`src/rtl/riscv_pkg.sv`:
```
// Shared fetch-side types: bubble encoding, fetch FSM states, IF/ID bundle.
package riscv_pkg;

    localparam logic [31:0] NOP_INSTR = 32'h0000_0013;

    typedef enum logic [1:0] {
        BOOT  = 2'd0,
        RUN   = 2'd1,
        FAULT = 2'd2
    } fetch_state_e;

    typedef struct packed {
        logic        valid;
        logic [31:0] instr;
        logic [31:0] pc;
        logic [31:0] pc4;
    } if_id_t;

endpackage

```
`src/rtl/if_id_reg.sv`:
```
// IF/ID pipeline register with load, hold and bubble controls.
module if_id_reg
    import riscv_pkg::*;
(
    input  logic   clk,
    input  logic   reset,
    input  logic   load,
    input  logic   bubble,
    input  if_id_t d,
    output if_id_t q
);

    always_ff @(posedge clk or posedge reset) begin
        if (reset) begin
            q.valid <= 1'b0;
            q.instr <= NOP_INSTR;
            q.pc    <= 32'd0;
            q.pc4   <= 32'd4;
        end else if (bubble) begin
            // a bubble keeps the old pc/pc4 so decode sees stable addresses
            q.valid <= 1'b0;
            q.instr <= NOP_INSTR;
        end else if (load) begin
            q <= d;
        end
    end

endmodule

```
`src/rtl/fetch_sequencer.sv`:
```
// Owns the PC, drives IMEM, fills IF/ID and traps illegal fetch targets.
module fetch_sequencer
    import riscv_pkg::*;
#(
    parameter logic [31:0] RESET_PC   = 32'h0000_0000,
    parameter int          IMEM_WORDS = 256
) (
    input  logic        clk,
    input  logic        reset,
    output logic [31:0] imem_addr,
    input  logic [31:0] imem_instr,
    input  logic        stall,
    input  logic        flush,
    input  logic        redirect_valid,
    input  logic [31:0] redirect_pc,
    output logic        id_valid,
    output logic [31:0] id_instr,
    output logic [31:0] id_pc,
    output logic [31:0] id_pc4,
    output logic        fault,
    output logic [31:0] fault_pc,
    output logic [31:0] fetch_count
);

    localparam logic [31:0] PC_LIMIT = 32'(IMEM_WORDS) << 2;

    fetch_state_e state, state_n;
    logic [31:0]  pc, pc_n, pc4;
    logic         fault_n;
    logic [31:0]  fault_pc_n, count_n;
    logic         load, bubble;
    logic         seq_over, redir_bad;
    if_id_t       id_d, id_q;

    assign imem_addr = pc;
    assign pc4       = pc + 32'd4;
    assign seq_over  = (pc4 >= PC_LIMIT);
    assign redir_bad = (redirect_pc[1:0] != 2'b00) || (redirect_pc >= PC_LIMIT);

    assign id_d = '{valid: 1'b1, instr: imem_instr, pc: pc, pc4: pc4};

    always_ff @(posedge clk or posedge reset) begin
        if (reset) begin
            state       <= BOOT;
            pc          <= RESET_PC;
            fault       <= 1'b0;
            fault_pc    <= 32'd0;
            fetch_count <= 32'd0;
        end else begin
            state       <= state_n;
            pc          <= pc_n;
            fault       <= fault_n;
            fault_pc    <= fault_pc_n;
            fetch_count <= count_n;
        end
    end

    always_comb begin
        state_n    = state;
        pc_n       = pc;
        fault_n    = fault;
        fault_pc_n = fault_pc;
        count_n    = fetch_count;
        load       = 1'b0;
        bubble     = 1'b0;
        unique case (state)
            BOOT: begin
                state_n = RUN;
            end
            RUN: begin
                if (redirect_valid) begin
                    bubble = 1'b1;
                    if (redir_bad) begin
                        state_n    = FAULT;
                        fault_n    = 1'b1;
                        fault_pc_n = redirect_pc;
                    end else begin
                        pc_n = redirect_pc;
                    end
                end else if (flush) begin
                    bubble = 1'b1;
                    if (!stall) begin
                        if (seq_over) begin
                            state_n    = FAULT;
                            fault_n    = 1'b1;
                            fault_pc_n = pc4;
                        end else begin
                            pc_n = pc4;
                        end
                    end
                end else if (!stall) begin
                    // last legal word is still delivered on overrun
                    load = 1'b1;
                    if (fetch_count != 32'hFFFF_FFFF) begin
                        count_n = fetch_count + 32'd1;
                    end
                    if (seq_over) begin
                        state_n    = FAULT;
                        fault_n    = 1'b1;
                        fault_pc_n = pc4;
                    end else begin
                        pc_n = pc4;
                    end
                end
            end
            FAULT: begin
                bubble = 1'b1;
            end
            default: begin
                state_n = BOOT;
            end
        endcase
    end

    if_id_reg u_if_id (
        .clk    (clk),
        .reset  (reset),
        .load   (load),
        .bubble (bubble),
        .d      (id_d),
        .q      (id_q)
    );

    assign id_valid = id_q.valid;
    assign id_instr = id_q.instr;
    assign id_pc    = id_q.pc;
    assign id_pc4   = id_q.pc4;

endmodule

```
`config.mk`:
```
export PLATFORM = sky130hd
export DESIGN_NAME = fetch_sequencer
export DESIGN_NICKNAME = d
export VERILOG_FILES = /design/src/rtl/riscv_pkg.sv /design/src/rtl/if_id_reg.sv /design/src/rtl/fetch_sequencer.sv
export SDC_FILE = /design/constraint.sdc
export NUM_CORES = 1
export LEC_CHECK = 0
export ABC_AREA = 0
export CAP_MARGIN = 20
export CORE_MARGIN = 3
export CORE_UTILIZATION = 60
export CTS_CLUSTER_DIAMETER = 120
export DETAILED_ROUTE_END_ITERATION = 7
export DONT_BUFFER_PORTS = 1
export PLACE_DENSITY = 0.76
export SYNTH_ARGS = -nofsm -noshare
export SYNTH_HDL_FRONTEND = slang
export SYNTH_HIERARCHICAL = 1
export SYNTH_SLANG_ARGS = --single-unit
```
`constraint.sdc`:
```
create_clock -name clk -period 4.7 [get_ports clk]
set_input_delay 0.47 -clock clk [delete_from_list [all_inputs] [get_ports clk]]
set_output_delay 0.47 -clock clk [all_outputs]
set_load 0.01 [all_outputs]
```
Word level (Yosys, flattened, before mapping)
Cells that the tools add are included.
{ "totals": {"reg_bits": 196, "input_bits": 69, "out_inout_bits": 194, "elab_cells": 64} }
{ "classes": {"addsub": 2, "n_lt_le_gt_ge": 2, "eq_ne": 10, "n_mux": 26, "bitwise_logic": 5, "n_reduce_logical": 10} }
{ "op_table": {"columns": ["operator", "n"], "rows": [
  ["two-way mux 32 bit", 8],
  ["two-way mux 97 bit", 1],
  ["greater-or-equal comparator 32 x 11 -> 1 bit (second input constant)", 2],
  ["two-way mux 33 bit", 1],
  ["adder 32 x 1 -> 32 bit (second input constant)", 1],
  ["adder 32 x 3 -> 32 bit (second input constant)", 1],
  ["inequality test 32 bit (second input constant)", 1],
  ["AND reduction 4 bit", 3],
  ["two-way mux 1 bit", 10],
  ["inequality test 3 bit (second input constant)", 3],
  ["two-way mux 2 bit", 4],
  ["case mux 2 bit (3 select lines)", 1],
  ["nonzero test 2 bit", 3],
  ["NOT 1 bit", 5],
  ["AND reduction 5 bit", 1],
  ["inequality test 2 x 1 -> 1 bit (second input constant)", 2],
  ["inequality test 2 bit (second input constant)", 2],
  ["equality test 2 x 1 -> 1 bit (second input constant)", 1],
  ["equality test 2 bit (second input constant)", 1],
  ["logical NOT 2 bit", 1],
  ["case mux 1 bit (2 select lines)", 1],
  ["AND reduction 2 bit", 1],
  ["logical OR 1 bit", 1]
]} }

Logic depth before layout (Yosys ltp)
{ "depth": {"depth_word": 6, "ltp_mapped": 12, "ltp_nobuf": 10} }

By module
Netlist, hierarchy kept.
{ "by_module_without_submodules": {"columns": ["module", "n_inst", "cells_each", "area_each_um2", "seq_area_each_um2"], "rows": [
  ["fetch_sequencer", 1, 519, 5417.7, 2477.4],
  ["if_id_reg", 1, 244, 4033.9, 2432.3]
]} }

Least setup slack after synthesis
No wires, ideal clock.
{ "synth_path": {"kind": "register to register", "startpoint": "register pc[4] (netlist: imem_addr[4])", "endpoint": "register pc[4] (netlist: imem_addr[4])", "setup_ps": 121, "arrival_ps": 3133, "required_ps": 4579, "slack_ps": 1446, "path_stages_with_launch": 11, "n_path_buf": 2, "period_less_slack_ps": 3254, "path_cell_list": "dfrtp_1 nand4_2 or4_1 buf_2 nor4_1 o211ai_1 or4_4 o41ai_2 nand2_2 buf_6 o22a_1"} }
{ "synth_via": {"elab_chain_cells": 4, "word_cells_on_any_way": 7, "cone_classes": "1 x add/sub; 1 x order compare; 1 x eq/ne; 3 x mux; 1 x reduce/logical"} }
{ "synth_rtl": {"columns": ["item", "line", "text"], "rows": [
  ["from (decl)", "fetch_sequencer.sv:28", "logic [31:0] pc, pc_n, pc4;"],
  ["from (signal assigned)", "fetch_sequencer.sv:51", "pc <= pc_n;"],
  ["adder 32 x 3 -> 32 bit (*)", "fetch_sequencer.sv:36", "assign pc4 = pc + 32'd4;"],
  ["greater-or-equal comparator 32 x 11 -> 1 bit or two-way mux 32 bit (tied branches)", "fetch_sequencer.sv:37, fetch_sequencer.sv:83, fetch_sequencer.sv:97", null],
  ["inequality test 2 bit (no source line) or two-way mux 32 bit (tied branches)", null, null],
  ["AND reduction 4 bit (no source line) or two-way mux 32 bit (tied branches)", null, null]
]} }
Mark *: on every way between the ends. The rest lies on a longest branch, timed or not. The select of a mux whose other input is x is not followed.
A chain may end at the register's enable or synchronous reset.

Final worst setup path
{ "layout_path": {"startpoint": "register pc[2] (netlist: imem_addr[2])", "endpoint": "register fault_pc[13]"} }
{ "layout_via": {"elab_chain_cells": 4, "word_cells_on_any_way": 7, "cone_classes": "1 x add/sub; 1 x order compare; 3 x mux; 2 x reduce/logical"} }
{ "layout_rtl": {"columns": ["item", "line", "text"], "rows": [
  ["adder 32 x 3 -> 32 bit", "fetch_sequencer.sv:36", null],
  ["net pc4[31]", "fetch_sequencer.sv:28", null],
  ["greater-or-equal comparator 32 x 11 -> 1 bit", "fetch_sequencer.sv:37", "assign seq_over = (pc4 >= PC_LIMIT);"],
  ["nonzero test 2 bit (no source line)", null, null],
  ["AND reduction 4 bit (no source line)", null, null],
  ["to (signal assigned)", "fetch_sequencer.sv:53", "fault_pc <= fault_pc_n;"],
  ["to (decl)", "fetch_sequencer.sv:21", "output logic [31:0] fault_pc,"]
]} }
The timed path passes the listed nets, and every way through them passes these cells. The select of a mux whose other input is x is not followed.

==> results.json <==
{
  "wl_per_cell_microns": 23.6,
  "timing.rr.start": "imem_addr[2]$_DFFE_PP0P_",
  "ys_ff_latch": 196,
  "min_from": "imem_instr[0]",
  "power.density_nw_per_um2": 471,
  "post-synth-top-area-cell": "dfrtp_1",
  "die_x_microns": 132,
  "core-area_sq_um": 15300,
  "drive_above_1_share_pct": 22.9,
  "post_cts_buffers": 0,
  "synthesis.area_sq_um": 9450,
  "overflow": 0,
  "yosysSeqAreaShare_pct": 51.9,
  "grt_antenna_before_repair": 0,
  "io-pin-count": 263,
  "viasPerCell": 6.10,
  "holdPathEnd": "u_if_id/q[64]$_DFFE_PP1P_",
  "cts_hold_buffers": 1,
  "htreeDepth": 4,
  "reg2reg_slack_ns": 0.42,
  "ys_types": 58,
  "synth_top_cell_area_share_pct": 50.8,
  "grt_pass1_vias": 6288,
  "rsz0062_at_grt": "false",
  "peakVddDrop_v": 0.000243,
  "end_kind": "flip-flop",
  "clock_latency_ns": 0.43,
  "synth_most_common_cell": "dfrtp_1",
  "synthFlopType": "dfrtp_1",
  "switching_share_pct": 30.9,
  "ctsResizeCount": 0,
  "fin_skew_ns": 0.00932,
  "num_vias": 5956,
  "status": "finished clean",
  "routed_wl_mm": 23.0,
  "die_area_sq_um": 17300,
  "cp.required_ns": 5.01,
  "fmax_mhz": 233,
  "seq_power_share_pct": 51.8,
  "worstPathMaxFanout": 24,
  "grt_max_degree": 68,
  "cp.arrival_ns": 4.59,
  "cts_buffers": 17,
  "numClockSinks": 196,
  "syn_nets": 837,
  "hpwl_mm": 16.4,
  "crit_path_start_kind": "flip-flop",
  "postSynth.asyncResetShare_pct": 100,
  "p_int_uw": 3280,
  "place_congestion": 0.916,
  "clockBufferDepth": 2,
  "holdPathStages": 1,
  "slew_violations": 0,
  "fin_nets": 826,
  "remaining_drc_errors": 0,
  "worstMarginPinSlew_ns": 0.995,
  "preCtsSetupSlack_ns": 0.481,
  "power.leakage_uw": 0.00467,
  "synthCells": 763,
  "drt_first_pass_iters": 5,
  "p_switching_uw": 1470,
  "ys.warnings.count": 6,
  "setup_viol": 0,
  "portBuffers": 0,
  "ys_top_cells_by_area": "dfrtp_1, mux2_4, mux2i_1, mux2_2, xnor2_1",
  "drtAntennaViolNets": 0,
  "p_comb_share_pct": 17.8,
  "grt_usage_pct": 27.0,
  "initial_core_util_pct": 61.7,
  "grt_pass1_wl_mm": 36.9,
  "r2r_end": "fault_pc[13]$_DFFE_PP0P_",
  "hold_viol_final": 0,
  "diodes": 0,
  "cap_violations": 0,
  "finalSetupTns_ns": 0,
  "drtIter0Drc": 380,
  "clkSlewWorstSetupHoldPaths_ns": 0.07,
  "slew_headroom_pct": 33.5,
  "p_clk_share_pct": 30.5,
  "hold_path_class": "in -> reg",
  "critPathKind": "reg -> reg",
  "fp.dieH_microns": 132,
  "synth.cells.most_frequent": "dfrtp_1, mux2_4, nor2_1",
  "synth_enable_flop_cells": 0,
  "rows": 45,
  "r2r_cells": 9,
  "area_delta_synth_final_pct": 6.80,
  "root_buffer": "clkbuf_16",
  "period_needed_ns": 4.28,
  "postSynthAreaPerCell_sq_um": 12.4,
  "setup_ws_ns": 0.417,
  "cts_tree": "built",
  "post-route-period-util_pct": 91.1
}
worst max-delay path by stage:
stage	start	endpoint	slack [ns]	cells after the start
detailed placement	imem_addr[2]$_DFFE_PP0P_	fault_pc[7]$_DFFE_PP0P_	0.48	9
floorplan	imem_addr[4]$_DFFE_PP0P_	imem_addr[4]$_DFFE_PP0P_	1.45	10
global placement	imem_addr[2]$_DFFE_PP0P_	fault_pc[10]$_DFFE_PP0P_	0.65	9
global route	imem_addr[2]$_DFFE_PP0P_	fault_pc[13]$_DFFE_PP0P_	0.19	10
CTS	imem_addr[2]$_DFFE_PP0P_	fault_pc[13]$_DFFE_PP0P_	0.45	9
finish	imem_addr[2]$_DFFE_PP0P_	fault_pc[13]$_DFFE_PP0P_	0.42	9
flip-flops by register name (all words and copies together), names as in the netlist:
name         count
fault            1
fetch_count     32
u_if_id/q       97
imem_addr       32
fault_pc        32
state            2
power groups by stage:
stage / Clock (uW) / Sequential, uW / Combinational [uW]
floorplan: 0 / 2370 / 749
global placement: 0 / 2480 / 801
detailed placement: 0 / 2490 / 849
CTS: 1470 / 2470 / 851
global route: 1550 / 2500 / 924
finish: 1450 / 2460 / 845
routing by layer:
| layer | up-vias | wire (microns) | global-route usage (%) | part of all wire, % |
|---|---|---|---|---|
| li1 | 2627 | - | - | - |
| met2 | 276 | 10900 | 42.3 | 48 |
| met4 | 0 | 499 | 8.40 | 2.2 |
| met5 | - | 0 | 0 | 0 |
| met1 | 3009 | 9300 | 35.0 | 40 |
| met3 | 44 | 2240 | 10.5 | 9.8 |
placed cells by master (no fill, tap or decap), types with 4 or more instances in the layout:
cell       synthesis  layout
a21oi_1            8       8
and2_1            22      22
and3_1            11      11
and4_1             8       8
buf_4              4       9
clkbuf_16          0      17
dfrtp_1          192     192
dfstp_2            4       4
ha_1               5       5
inv_1             20      18
mux2_2            29      29
mux2_4            87      87
mux2i_1           34      34
nand2_1           52      52
nand3_1           25      25
nand4_1           15      15
nor2_1            66      66
nor2b_1            4       4
nor3_1             8       8
nor4_1            17      16
o211ai_1           5       5
o21ai_0            7       7
or3_1              5       5
xnor2_1           32      32
xor2_1            27      27
critical path, stage by stage (launching register included):
cell and delay [ns]:
dfrtp_1 0.63, nand4_2 0.30, or4_1 0.76, nor4_1 0.40, xor2_1 0.29, a21o_1 0.19, o31ai_4 0.09, nor2_4 0.77
buf_4 0.38, mux2_4 0.33
final cells by class:
cell class | count | area (sq um)
fill | 1166 | 5220
tap | 211 | 264
inverter | 20 | 80.1
timing repair buffer | 12 | 103
multi-input combinational | 505 | 4150
clock inverter | 11 | 125
sequential | 196 | 4910
clock buffer | 21 | 460
through the flow:
| step | cell area (sq um) | std cells | total power (uW) | util (%) | hold slack [ns] |
|---|---|---|---|---|---|
| 6_report | 10100 | 976 | 4750 | 65.9 | 0.174 |
| 5_1_grt | 10100 | 976 | 4970 | 65.9 | 0.150 |
| 4_1_cts | 10100 | 975 | 4790 | 65.9 | 0.156 |
| 3_5_place_dp | 9490 | 942 | 3340 | 62.0 | 0.368 |
| 3_3_place_gp | 9490 | 942 | 3280 | 62.0 | 0.360 |
| 2_1_floorplan | 9450 | 763 | 3120 | - | 0.486 |
cells by family after synthesis:
| family | Yosys count | share of synthesized area, % |
|---|---|---|
| other cells | 1 | 0.0397 |
| xor+xnor | 59 | 5.47 |
| fa+ha+maj | 5 | 0.662 |
| compound gates | 45 | 3.64 |
| buf+inv | 62 | 4.24 |
| mux | 150 | 20.9 |
| simple gates | 245 | 13.1 |
| flops | 196 | 51.9 |
No activity file was read; power rests on OpenSTA's default activity.
